## src/rtl/rect_scan_pkg.sv

```systemverilog
// Shared constants and types for the raster-scan coordinate generator.
// Mode encodings, FSM states and default screen geometry.
package rect_scan_pkg;

   localparam logic [1:0] MODE_FULL   = 2'b00;
   localparam logic [1:0] MODE_RECT   = 2'b01;
   localparam logic [1:0] MODE_MIRROR = 2'b10;

   typedef enum logic [1:0] {
      S_IDLE,
      S_LOAD,
      S_SCAN,
      S_DONE
   } state_t;

   localparam int DEF_SCREEN_W = 160;
   localparam int DEF_SCREEN_H = 120;

endpackage

```

## src/rtl/rect_scan_gen_if.sv

```systemverilog
// Control/pixel bundle between the game FSM, the scan generator
// and the colour mux / VGA adapter.
interface rect_scan_gen_if #(
   parameter int X_W    = 8,
   parameter int Y_W    = 7,
   parameter int ADDR_W = 15
) ();

   logic              start;
   logic [1:0]        mode;
   logic [X_W-1:0]    x_origin;
   logic [Y_W-1:0]    y_origin;
   logic [X_W-1:0]    rect_w;
   logic [Y_W-1:0]    rect_h;
   logic              abort;
   logic              stall;
   logic [X_W-1:0]    x;
   logic [Y_W-1:0]    y;
   logic [ADDR_W-1:0] addr;
   logic              plot;
   logic              busy;
   logic              done;

   modport master (
      output start, mode, x_origin, y_origin,
      output rect_w, rect_h, abort, stall,
      input  x, y, addr, plot, busy, done
   );

   modport slave (
      input  start, mode, x_origin, y_origin,
      input  rect_w, rect_h, abort, stall,
      output x, y, addr, plot, busy, done
   );

endinterface

```

## src/rtl/scan_axis_counter.sv

```systemverilog
// Single scan axis: counts 0..top_val, wrapping to zero on enable at
// terminal count; clear has priority over enable.
module scan_axis_counter #(
   parameter int W = 8
) (
   input  logic         clk,
   input  logic         rst_n,
   input  logic         clr,
   input  logic         en,
   input  logic [W-1:0] top_val,
   output logic [W-1:0] cnt,
   output logic         tc
);

   assign tc = (cnt == top_val);

   always_ff @(posedge clk or negedge rst_n) begin
      if (!rst_n) begin
         cnt <= '0;
      end else if (clr) begin
         cnt <= '0;
      end else if (en) begin
         cnt <= tc ? '0 : cnt + W'(1);
      end
   end

endmodule

```

## src/rtl/rect_scan_gen.sv

```systemverilog
// Raster-scan coordinate generator: walks a latched rectangle (or the
// full screen) in row-major order, emitting x/y, sprite address and plot.
module rect_scan_gen
   import rect_scan_pkg::*;
#(
   parameter int X_W      = 8,
   parameter int Y_W      = 7,
   parameter int SCREEN_W = DEF_SCREEN_W,
   parameter int SCREEN_H = DEF_SCREEN_H,
   parameter int ADDR_W   = 15
) (
   input  logic           clk,
   input  logic           resetn,
   rect_scan_gen_if.slave bus
);

   localparam logic [X_W:0] SW = (X_W+1)'(SCREEN_W);
   localparam logic [Y_W:0] SH = (Y_W+1)'(SCREEN_H);

   state_t            state;
   state_t            nxt;
   logic [X_W-1:0]    x_org;
   logic [Y_W-1:0]    y_org;
   logic [X_W-1:0]    w;
   logic [Y_W-1:0]    h;
   logic              mirror;
   logic [ADDR_W-1:0] base;
   logic [X_W-1:0]    col;
   logic [Y_W-1:0]    row;
   logic              col_tc;
   logic              row_tc;
   logic              accept;
   logic              last_px;
   logic              col_en;
   logic              row_en;
   logic              clr;
   logic [X_W:0]      xs;
   logic [Y_W:0]      ys;
   logic [X_W-1:0]    off_x;

   assign accept  = (state == S_SCAN) && !bus.abort && !bus.stall;
   assign last_px = col_tc && row_tc;
   // Counters freeze on the last pixel so x/y/addr hold through DONE
   assign col_en  = accept && !last_px;
   assign row_en  = col_en && col_tc;
   assign clr     = (state == S_LOAD);

   scan_axis_counter #(.W(X_W)) u_col (
      .clk     (clk),
      .rst_n   (resetn),
      .clr     (clr),
      .en      (col_en),
      .top_val (w - X_W'(1)),
      .cnt     (col),
      .tc      (col_tc)
   );

   scan_axis_counter #(.W(Y_W)) u_row (
      .clk     (clk),
      .rst_n   (resetn),
      .clr     (clr),
      .en      (row_en),
      .top_val (h - Y_W'(1)),
      .cnt     (row),
      .tc      (row_tc)
   );

   always_ff @(posedge clk or negedge resetn) begin
      if (!resetn) begin
         x_org  <= '0;
         y_org  <= '0;
         w      <= '0;
         h      <= '0;
         mirror <= 1'b0;
      end else if (state == S_IDLE && bus.start) begin
         unique case (1'b1)
            (bus.mode == MODE_FULL): begin
               x_org  <= '0;
               y_org  <= '0;
               w      <= X_W'(SCREEN_W);
               h      <= Y_W'(SCREEN_H);
               mirror <= 1'b0;
            end
            default: begin
               x_org  <= bus.x_origin;
               y_org  <= bus.y_origin;
               w      <= bus.rect_w;
               h      <= bus.rect_h;
               mirror <= (bus.mode == MODE_MIRROR);
            end
         endcase
      end
   end

   always_ff @(posedge clk or negedge resetn) begin
      if (!resetn) begin
         base <= '0;
      end else if (clr) begin
         base <= '0;
      end else if (row_en) begin
         base <= base + ADDR_W'(w);
      end
   end

   always_ff @(posedge clk or negedge resetn) begin
      if (!resetn) begin
         state <= S_IDLE;
      end else begin
         state <= nxt;
      end
   end

   always_comb begin
      nxt = state;
      unique case (state)
         S_IDLE: begin
            if (bus.start) nxt = S_LOAD;
         end
         S_LOAD: begin
            if (bus.abort)               nxt = S_IDLE;
            else if (w == '0 || h == '0) nxt = S_DONE;
            else                         nxt = S_SCAN;
         end
         S_SCAN: begin
            if (bus.abort)                   nxt = S_IDLE;
            else if (!bus.stall && last_px)  nxt = S_DONE;
         end
         S_DONE: begin
            nxt = S_IDLE;
         end
         default: begin
            nxt = S_IDLE;
         end
      endcase
   end

   assign xs    = {1'b0, x_org} + {1'b0, col};
   assign ys    = {1'b0, y_org} + {1'b0, row};
   assign off_x = mirror ? (w - X_W'(1) - col) : col;

   assign bus.x    = xs[X_W-1:0];
   assign bus.y    = ys[Y_W-1:0];
   assign bus.addr = base + ADDR_W'(off_x);
   assign bus.plot = (state == S_SCAN) && (xs < SW) && (ys < SH);
   assign bus.busy = (state == S_LOAD) || (state == S_SCAN);
   assign bus.done = (state == S_DONE);

endmodule

```

## src/flat_wrapper.sv

```systemverilog
// flat-port wrapper written by rule: the top's interface ports become plain ports
module rect_scan_gen_flat import rect_scan_pkg::*;
#(
   parameter int X_W      = 8,
   parameter int Y_W      = 7,
   parameter int SCREEN_W = DEF_SCREEN_W,
   parameter int SCREEN_H = DEF_SCREEN_H,
   parameter int ADDR_W   = 15
)
  (clk, resetn, bus_start, bus_mode, bus_x_origin, bus_y_origin, bus_rect_w, bus_rect_h, bus_abort, bus_stall, bus_x, bus_y, bus_addr, bus_plot, bus_busy, bus_done);
  rect_scan_gen_if #(.X_W(X_W), .Y_W(Y_W), .ADDR_W(ADDR_W)) bus_i ();
  input  logic clk;
  input  logic resetn;
  input wire logic [$bits(bus_i.start)-1:0] bus_start;
  input wire logic [$bits(bus_i.mode)-1:0] bus_mode;
  input wire logic [$bits(bus_i.x_origin)-1:0] bus_x_origin;
  input wire logic [$bits(bus_i.y_origin)-1:0] bus_y_origin;
  input wire logic [$bits(bus_i.rect_w)-1:0] bus_rect_w;
  input wire logic [$bits(bus_i.rect_h)-1:0] bus_rect_h;
  input wire logic [$bits(bus_i.abort)-1:0] bus_abort;
  input wire logic [$bits(bus_i.stall)-1:0] bus_stall;
  output wire logic [$bits(bus_i.x)-1:0] bus_x;
  output wire logic [$bits(bus_i.y)-1:0] bus_y;
  output wire logic [$bits(bus_i.addr)-1:0] bus_addr;
  output wire logic [$bits(bus_i.plot)-1:0] bus_plot;
  output wire logic [$bits(bus_i.busy)-1:0] bus_busy;
  output wire logic [$bits(bus_i.done)-1:0] bus_done;
  assign bus_i.start = bus_start;
  assign bus_i.mode = bus_mode;
  assign bus_i.x_origin = bus_x_origin;
  assign bus_i.y_origin = bus_y_origin;
  assign bus_i.rect_w = bus_rect_w;
  assign bus_i.rect_h = bus_rect_h;
  assign bus_i.abort = bus_abort;
  assign bus_i.stall = bus_stall;
  assign bus_x = bus_i.x;
  assign bus_y = bus_i.y;
  assign bus_addr = bus_i.addr;
  assign bus_plot = bus_i.plot;
  assign bus_busy = bus_i.busy;
  assign bus_done = bus_i.done;
  rect_scan_gen #(.X_W(X_W), .Y_W(Y_W), .SCREEN_W(SCREEN_W), .SCREEN_H(SCREEN_H), .ADDR_W(ADDR_W)) u_core (.clk(clk), .resetn(resetn), .bus(bus_i));
endmodule
```

## config.mk

```make
export PLATFORM = sky130hd
export DESIGN_NAME = rect_scan_gen_flat
export DESIGN_NICKNAME = d
export VERILOG_FILES = /design/src/rtl/rect_scan_pkg.sv /design/src/rtl/rect_scan_gen_if.sv /design/src/rtl/scan_axis_counter.sv /design/src/rtl/rect_scan_gen.sv /design/src/flat_wrapper.sv
export SDC_FILE = /design/constraint.sdc
export NUM_CORES = 1
export LEC_CHECK = 0
export CAP_MARGIN = 20
export CORE_MARGIN = 2
export CORE_UTILIZATION = 49
export CTS_CLUSTER_SIZE = 24
export DETAILED_ROUTE_END_ITERATION = 12
export PLACE_DENSITY = 0.7
export SLEW_MARGIN = 20
export SYNTH_ARGS = -nofsm -noshare
export SYNTH_HDL_FRONTEND = slang
export SYNTH_SLANG_ARGS = --single-unit
```

## constraint.sdc

```tcl
create_clock -name clk -period 5.6 [get_ports clk]
set_input_delay 1.12 -clock clk [delete_from_list [all_inputs] [get_ports clk]]
set_output_delay 1.12 -clock clk [all_outputs]
set_load 0.05 [all_outputs]
```

* Word-level counts from Yosys, hierarchy flattened
Index checks and enable logic that the tools add are counted.
** Word-level totals
- Bits in registers :: 63
- Output and inout bits :: 33
- Word-level logic and storage cells :: 69
- Input bits :: 37
** Cells by class
- $add $sub $neg :: 9
- Reductions and logical operators :: 21
- Order comparisons :: 2
- Mux-type cells :: 20
- Equal/unequal tests :: 8
** Operator list (count)
- 8-bit two-way mux :: 6
- 7-bit two-way mux :: 5
- 15-bit by 8-bit adder with 15-bit output :: 2
- 15-bit two-way mux :: 2
- 8-bit by 8-bit adder with 9-bit output :: 1
- 1-bit logical AND :: 9
- 9-bit by 8-bit less-than comparator with 1-bit output, second input constant :: 1
- 7-bit by 7-bit adder with 8-bit output :: 1
- 8-bit by 1-bit adder with 8-bit output, second input constant :: 1
- 8-bit equality test :: 1
- 8-bit zero test :: 1
- 8-bit by 7-bit less-than comparator with 1-bit output, second input constant :: 1
- 2-bit two-way mux :: 4
- 2-bit case mux with 4 select lines :: 1
- 8-bit by 1-bit subtractor with 8-bit output, second input constant :: 1
- 8-bit subtractor :: 1
- 7-bit by 1-bit adder with 7-bit output, second input constant :: 1
- 7-bit equality test :: 1
- 7-bit zero test :: 1
- 7-bit by 1-bit subtractor with 7-bit output, second input constant :: 1
- 2-bit equality test, second input constant :: 3
- 2-bit zero test :: 2
- 2-bit nonzero test :: 2
- 1-bit zero test :: 3
- 6 further kinds :: 8

* Logic depth before layout (Yosys ltp)
- Depth in word-level cells :: 8
- Gate-level depth with buffers :: 16
- Depth with buffers taken out :: 16

* Hierarchy
A second synthesis with hierarchy kept.
** Unflattened totals
- Cells, all modules :: 544
- Area, all modules :: 4882.2 µm²
** By module, submodules not included
- rect_scan_gen :: area an instance 3915.0 µm², instances 1, sequential area each 1201.2 µm², cells each 441
- scan_axis_counter (u_core.u_col) :: area an instance 528.0 µm², instances 1, sequential area each 200.2 µm², cells each 56
- scan_axis_counter (u_core.u_row) :: area an instance 439.2 µm², instances 1, sequential area each 175.2 µm², cells each 47

* Least setup slack after synthesis
OpenSTA, ideal clock, no wires.
- Path type :: register to output
- Start point :: register u_core.w[1]
- End point :: output port bus_addr[11]
- Stages on the path, launching flop included :: 16
- Path slack :: 0.593 ns
- Arrival time :: 3.887 ns
- Buffers on the path :: 0
- Data required time :: 4.480 ns
- Cell sequence :: dfrtp_1 inv_1 ha_1 inv_1 ha_1 nor2b_1 o21ai_0 a21oi_1 o41ai_1 mux2i_1 xor2_1 ha_1 nand2_1 o32ai_1 nand3_1 xnor2_1
** Between the ends
- Longest elaborated chain between the ends :: 4
** RTL lines
- start: declaration :: RTL line rect_scan_gen.sv:24 : logic [X_W-1:0] w;
- start signal: assignment :: RTL line rect_scan_gen.sv:80 : w <= X_W'(SCREEN_W);
- start signal: assignment :: RTL line rect_scan_gen.sv:87 : w <= bus.rect_w;
- 8-bit by 1-bit subtractor with 8-bit output :: RTL line rect_scan_gen.sv:139 : assign off_x = mirror ? (w - X_W'(1) - col) : col;
- 8-bit subtractor :: RTL line rect_scan_gen.sv:139
- 8-bit two-way mux :: RTL line rect_scan_gen.sv:139
- 15-bit by 8-bit adder with 15-bit output :: RTL line rect_scan_gen.sv:143 : assign bus.addr = base + ADDR_W'(off_x);
- end: declaration :: RTL line flat_wrapper.sv:24 : output wire logic [$bits(bus_i.addr)-1:0] bus_addr;
Every way passes these cells.

* Worst setup path after layout
- Start point :: register u_core.w[1]
- End point :: output port bus_addr[5]
Same word-level chain as after synthesis.

==> impl_metrics.sql <==
INSERT INTO impl_metrics (metric_group, metric, value, unit) VALUES
('sta', 'max_freq', '189', 'MHz'),
('sta', 'max_slew_margin', '0.439', ''),
('worst_setup_path', 'regToRegStartpoint', 'u_core.w[2]', ''),
('global_routing', 'grt_max_degree', '64', ''),
('routing', 'drt_pass1_iterations', '4', ''),
('run_status', 'status', 'completed', ''),
('worst_setup_path', 'path_delay_family', 'adder cells', ''),
('flow_run', 'maxCapViolations', '0', ''),
('floorplanning', 'die_h', '105', 'µm'),
('worst_setup_path', 'reg2reg_slack', '1.45', 'ns'),
('sta', 'final-setup-viol-count', '0', ''),
('power_and_ir_drop', 'worst_ir_drop_vdd', '287', 'µV'),
('final_layout', 'antenna-diode-count', '0', ''),
('logic_synthesis', 'synth-warning-count', '0', ''),
('placement', 'post-dp-hpwl', '8830', 'µm'),
('worst_setup_path', 'reg2reg_to', 'u_core.base[1]', ''),
('routing', 'number_of_remaining_drc_errors', '0', ''),
('clocking', 'postCtsSetupRepairBufs', '0', ''),
('logic_synthesis', 'avg_inst_size_synth', '9.05', 'µm²'),
('sta', 'timing.final.crit_share', '0.945', ''),
('logic_synthesis', 'synth_area', '0.00500', 'mm²'),
('final_layout', 'drive_above_1_share', '0.0642', ''),
('logic_synthesis', 'synthesized_nets', '644', ''),
('worst_hold_path', 'worstHoldPathType', 'reg2reg', ''),
('logic_synthesis', 'count_of_flip_flops_with_a_built_in_enable_after_synthesis', '0', ''),
('routing', 'drt_first_iter_violations', '215', ''),
('global_routing', 'gr-usage-all-layers', '0.228', ''),
('floorplanning', 'die_width', '105', 'µm'),
('floorplanning', 'number_of_top_level_pins', '70', ''),
('sta', 'clock_skew', '0.00811', 'ns'),
('final_layout', 'fin_area', '0.00598', 'mm²'),
('clocking', 'clk_pin_slew', '0.07', 'ns'),
('logic_synthesis', 'synth_sequential_area_ratio', '0.316', ''),
('worst_setup_path', 'path_cells', 'inv_1 -> ha_1 -> xor2_1 -> ha_1 -> nor2b_1 -> o21ai_0 -> nor3b_1 -> nor2_1 -> nand2_1 -> o21ai_0 -> ha_1 -> nand2_1 -> o211ai_1 -> xor2_1 -> clkdlybuf4s50_1', ''),
('final_layout', 'finish.utilization', '0.609', ''),
('worst_setup_path', 'worst_stage_delay_on_the_critical_path', '0.82', 'ns'),
('final_layout', 'layout-area-overhead-vs-synth', '19.7', '%'),
('logic_synthesis', 'netlist-cell-type-count', '54', ''),
('sta', 'slew_viol_final', '0', ''),
('clocking', 'clock_tree_from_tritoncts', 'yes', ''),
('clocking', 'cts-root-buf', 'sky130_fd_sc_hd__clkbuf_8', ''),
('routing', 'vias', '4292', ''),
('global_routing', 'overflow', '0', ''),
('placement', 'portBuffers', '69', ''),
('floorplanning', 'fp.coreArea', '0.00982', 'mm²'),
('clocking', 'cts.htree.levels', '3', ''),
('sta', 'final.min_clock_period', '5.29', 'ns'),
('sta', 'rsz0062_at_grt', 'false', ''),
('clocking', 'clkLatencyLatePin', '0.35', 'ns'),
('routing', 'route.antenna.remaining_nets', '0', ''),
('sta', 'hold_viol_final', '0', ''),
('floorplanning', 'placement_rows', '36', ''),
('power_and_ir_drop', 'static-leakage-power', '2.73', 'nW'),
('worst_setup_path', 'worstPathMaxFanout', '5', ''),
('sta', 'fin_setup_tns', '0', 'ns'),
('global_routing', 'wire_length_of_the_first_global_routing_pass', '20400', 'µm'),
('sta', 'measured_slew_at_the_worst_slew_check_pin', '0.842', 'ns'),
('floorplanning', 'design.die.area', '0.0110', 'mm²'),
('clocking', 'number_of_hold_buffers_added_after_cts', '0', ''),
('placement', 'globalplace.congestion', '0.815', ''),
('worst_setup_path', 'required_time_of_the_critical_path', '4.48', 'ns'),
('power_and_ir_drop', 'p_per_area', '570', 'mW/mm²'),
('routing', 'wl_per_cell', '15.9', 'µm'),
('logic_synthesis', 'synthesis.instances', '552', ''),
('logic_synthesis', 'postSynthRegisterBits', '63', ''),
('worst_setup_path', 'setup.worst_path.class', 'reg2out', ''),
('clocking', 'clock_sinks', '63', ''),
('logic_synthesis', 'synthFlopType', 'sky130_fd_sc_hd__dfrtp_1', ''),
('global_routing', 'initial_antenna_violation_count', '0', ''),
('routing', 'via_per_inst', '5.68', ''),
('worst_setup_path', 'worst-r2r-cell-count', '11', '');
synthesized netlist by cell type (3+ instances only):
master	n	share of area
sky130_fd_sc_hd__nor3_1	11	0.011
sky130_fd_sc_hd__nand3_1	14	0.014
sky130_fd_sc_hd__clkbuf_1	14	0.011
sky130_fd_sc_hd__nand4_1	6	0.0075
sky130_fd_sc_hd__mux2_1	5	0.011
sky130_fd_sc_hd__mux2_2	5	0.011
sky130_fd_sc_hd__mux2i_1	13	0.026
sky130_fd_sc_hd__nor2b_1	17	0.021
sky130_fd_sc_hd__a21oi_1	32	0.032
sky130_fd_sc_hd__or3_1	7	0.0088
sky130_fd_sc_hd__a211oi_1	7	0.011
sky130_fd_sc_hd__o21bai_1	3	0.0045
sky130_fd_sc_hd__o211ai_1	5	0.0075
sky130_fd_sc_hd__a31oi_1	3	0.0038
sky130_fd_sc_hd__a22o_1	18	0.032
sky130_fd_sc_hd__o31ai_1	9	0.014
sky130_fd_sc_hd__nor2_1	53	0.040
sky130_fd_sc_hd__o21ai_0	31	0.031
sky130_fd_sc_hd__nand2_1	29	0.022
sky130_fd_sc_hd__xor2_1	17	0.030
sky130_fd_sc_hd__a21boi_0	3	0.0045
sky130_fd_sc_hd__nor4_1	3	0.0038
sky130_fd_sc_hd__or4_1	5	0.0075
sky130_fd_sc_hd__fa_1	5	0.020
sky130_fd_sc_hd__xnor2_1	25	0.044
sky130_fd_sc_hd__and4_1	5	0.0088
sky130_fd_sc_hd__and3_1	9	0.011
sky130_fd_sc_hd__ha_1	50	0.13
sky130_fd_sc_hd__a21o_1	6	0.0090
sky130_fd_sc_hd__dfrtp_1	63	0.32
sky130_fd_sc_hd__o21a_1	4	0.0060
sky130_fd_sc_hd__and2_1	5	0.0063
sky130_fd_sc_hd__nand2b_1	3	0.0038
sky130_fd_sc_hd__inv_1	32	0.024
sky130_fd_sc_hd__nor3b_1	4	0.0060
sky130_fd_sc_hd__o22a_1	5	0.0088
sky130_fd_sc_hd__nand3b_1	3	0.0045
power by group:
part | leakage (nW) | internal, mW | switching, mW | total [mW]
logic | 1.83 | 0.905 | 1.39 | 2.30
clock network | 0.0894 | 0.184 | 0.187 | 0.371
registers | 0.820 | 0.584 | 0.156 | 0.740
worst max-delay path by stage:
stage	from	endpoint	slack (ns)	cells past startpoint
after floorplan	u_core.w[1]	bus_addr[11]	0.59	15
after global placement	u_core.w[1]	bus_addr[8]	0.34	16
after detailed placement	u_core.w[1]	bus_addr[8]	0.20	16
after CTS	u_core.w[1]	bus_addr[7]	0.07	16
after global routing	u_core.w[1]	bus_addr[12]	0.03	17
final	u_core.w[1]	bus_addr[5]	0.31	15
placed cells by master, fill, tap and decap left out, types with 6 or more instances in the layout:
cell type	count
sky130_fd_sc_hd__a21oi_1	32
sky130_fd_sc_hd__nor2b_1	17
sky130_fd_sc_hd__inv_1	32
sky130_fd_sc_hd__a211oi_1	7
sky130_fd_sc_hd__o21ai_0	31
sky130_fd_sc_hd__nor3_1	11
sky130_fd_sc_hd__nand2_1	29
sky130_fd_sc_hd__xnor2_1	25
sky130_fd_sc_hd__o31ai_1	8
sky130_fd_sc_hd__buf_4	9
sky130_fd_sc_hd__a22o_1	18
sky130_fd_sc_hd__clkdlybuf4s50_1	60
sky130_fd_sc_hd__ha_1	49
sky130_fd_sc_hd__mux2i_1	13
sky130_fd_sc_hd__nor2_1	52
sky130_fd_sc_hd__xor2_1	17
sky130_fd_sc_hd__dfrtp_1	63
sky130_fd_sc_hd__nand4_1	6
sky130_fd_sc_hd__nand3_1	14
sky130_fd_sc_hd__a21o_1	6
sky130_fd_sc_hd__clkbuf_8	11
sky130_fd_sc_hd__and3_1	9
sky130_fd_sc_hd__or3_1	7
state kept, by name, summed over array words and instances, names as in the netlist:
signal	count
u_core.u_col.cnt	8
u_core.u_row.cnt	7
u_core.base	15
u_core.h	7
u_core.x_org	8
u_core.mirror	1
u_core.w	8
u_core.state	2
u_core.y_org	7
repair_timing:
| action | in CTS | in global routing |
|---|---|---|
| gates cloned | 0 | 0 |
| hold endpoints to repair | 0 | 0 |
| gates resized for setup | 1 | 6 |
| endpoints found under the setup margin | 1 | 7 |
cells by family (layout without fill, tap and decap cells):
| kind of cell | count (synthesis) | count (layout) | share of synthesized area |
|---|---|---|---|
| AOI/OAI and AO/OA | 142 | 142 | 0.192 |
| DFF | 63 | 63 | 0.316 |
| and+or+nand+nor | 177 | 177 | 0.180 |
| adders and majority gates | 55 | 55 | 0.145 |
| muxes | 23 | 23 | 0.0486 |
| xor gates and xnor gates | 43 | 43 | 0.0781 |
| buffers and inverters | 49 | 120 | 0.0401 |
layer usage:
metal | up-vias | part of all wire | track usage
met1 | 2074 | 0.48 | 0.311
met4 | 0 | 0.016 | 0.0705
met3 | 17 | 0.027 | 0.0293
met5 | - | 0 | 0
met2 | 61 | 0.48 | 0.375
li1 | 2140 | - | -
metrics by stage:
stage                     hold slack, ns  instances  worst slack (ns)
after global routing               0.539        756            0.0259
after detailed placement           0.503        740             0.201
after floorplan                    0.477        552             0.593
final                              0.523        756             0.311
after global placement             0.501        740             0.339
after CTS                          0.525        756            0.0672
area by class of cell:
type / instances / area [µm²]
fillers: 883 / 3840
clock buffers: 13 / 159
inverters: 32 / 120
multi-input cells: 440 / 3250
repair buffers: 72 / 691
clock inverters: 3 / 17.5
well taps: 133 / 166
flip-flops and latches: 63 / 1580
No activity file was read; power rests on OpenSTA's default activity.
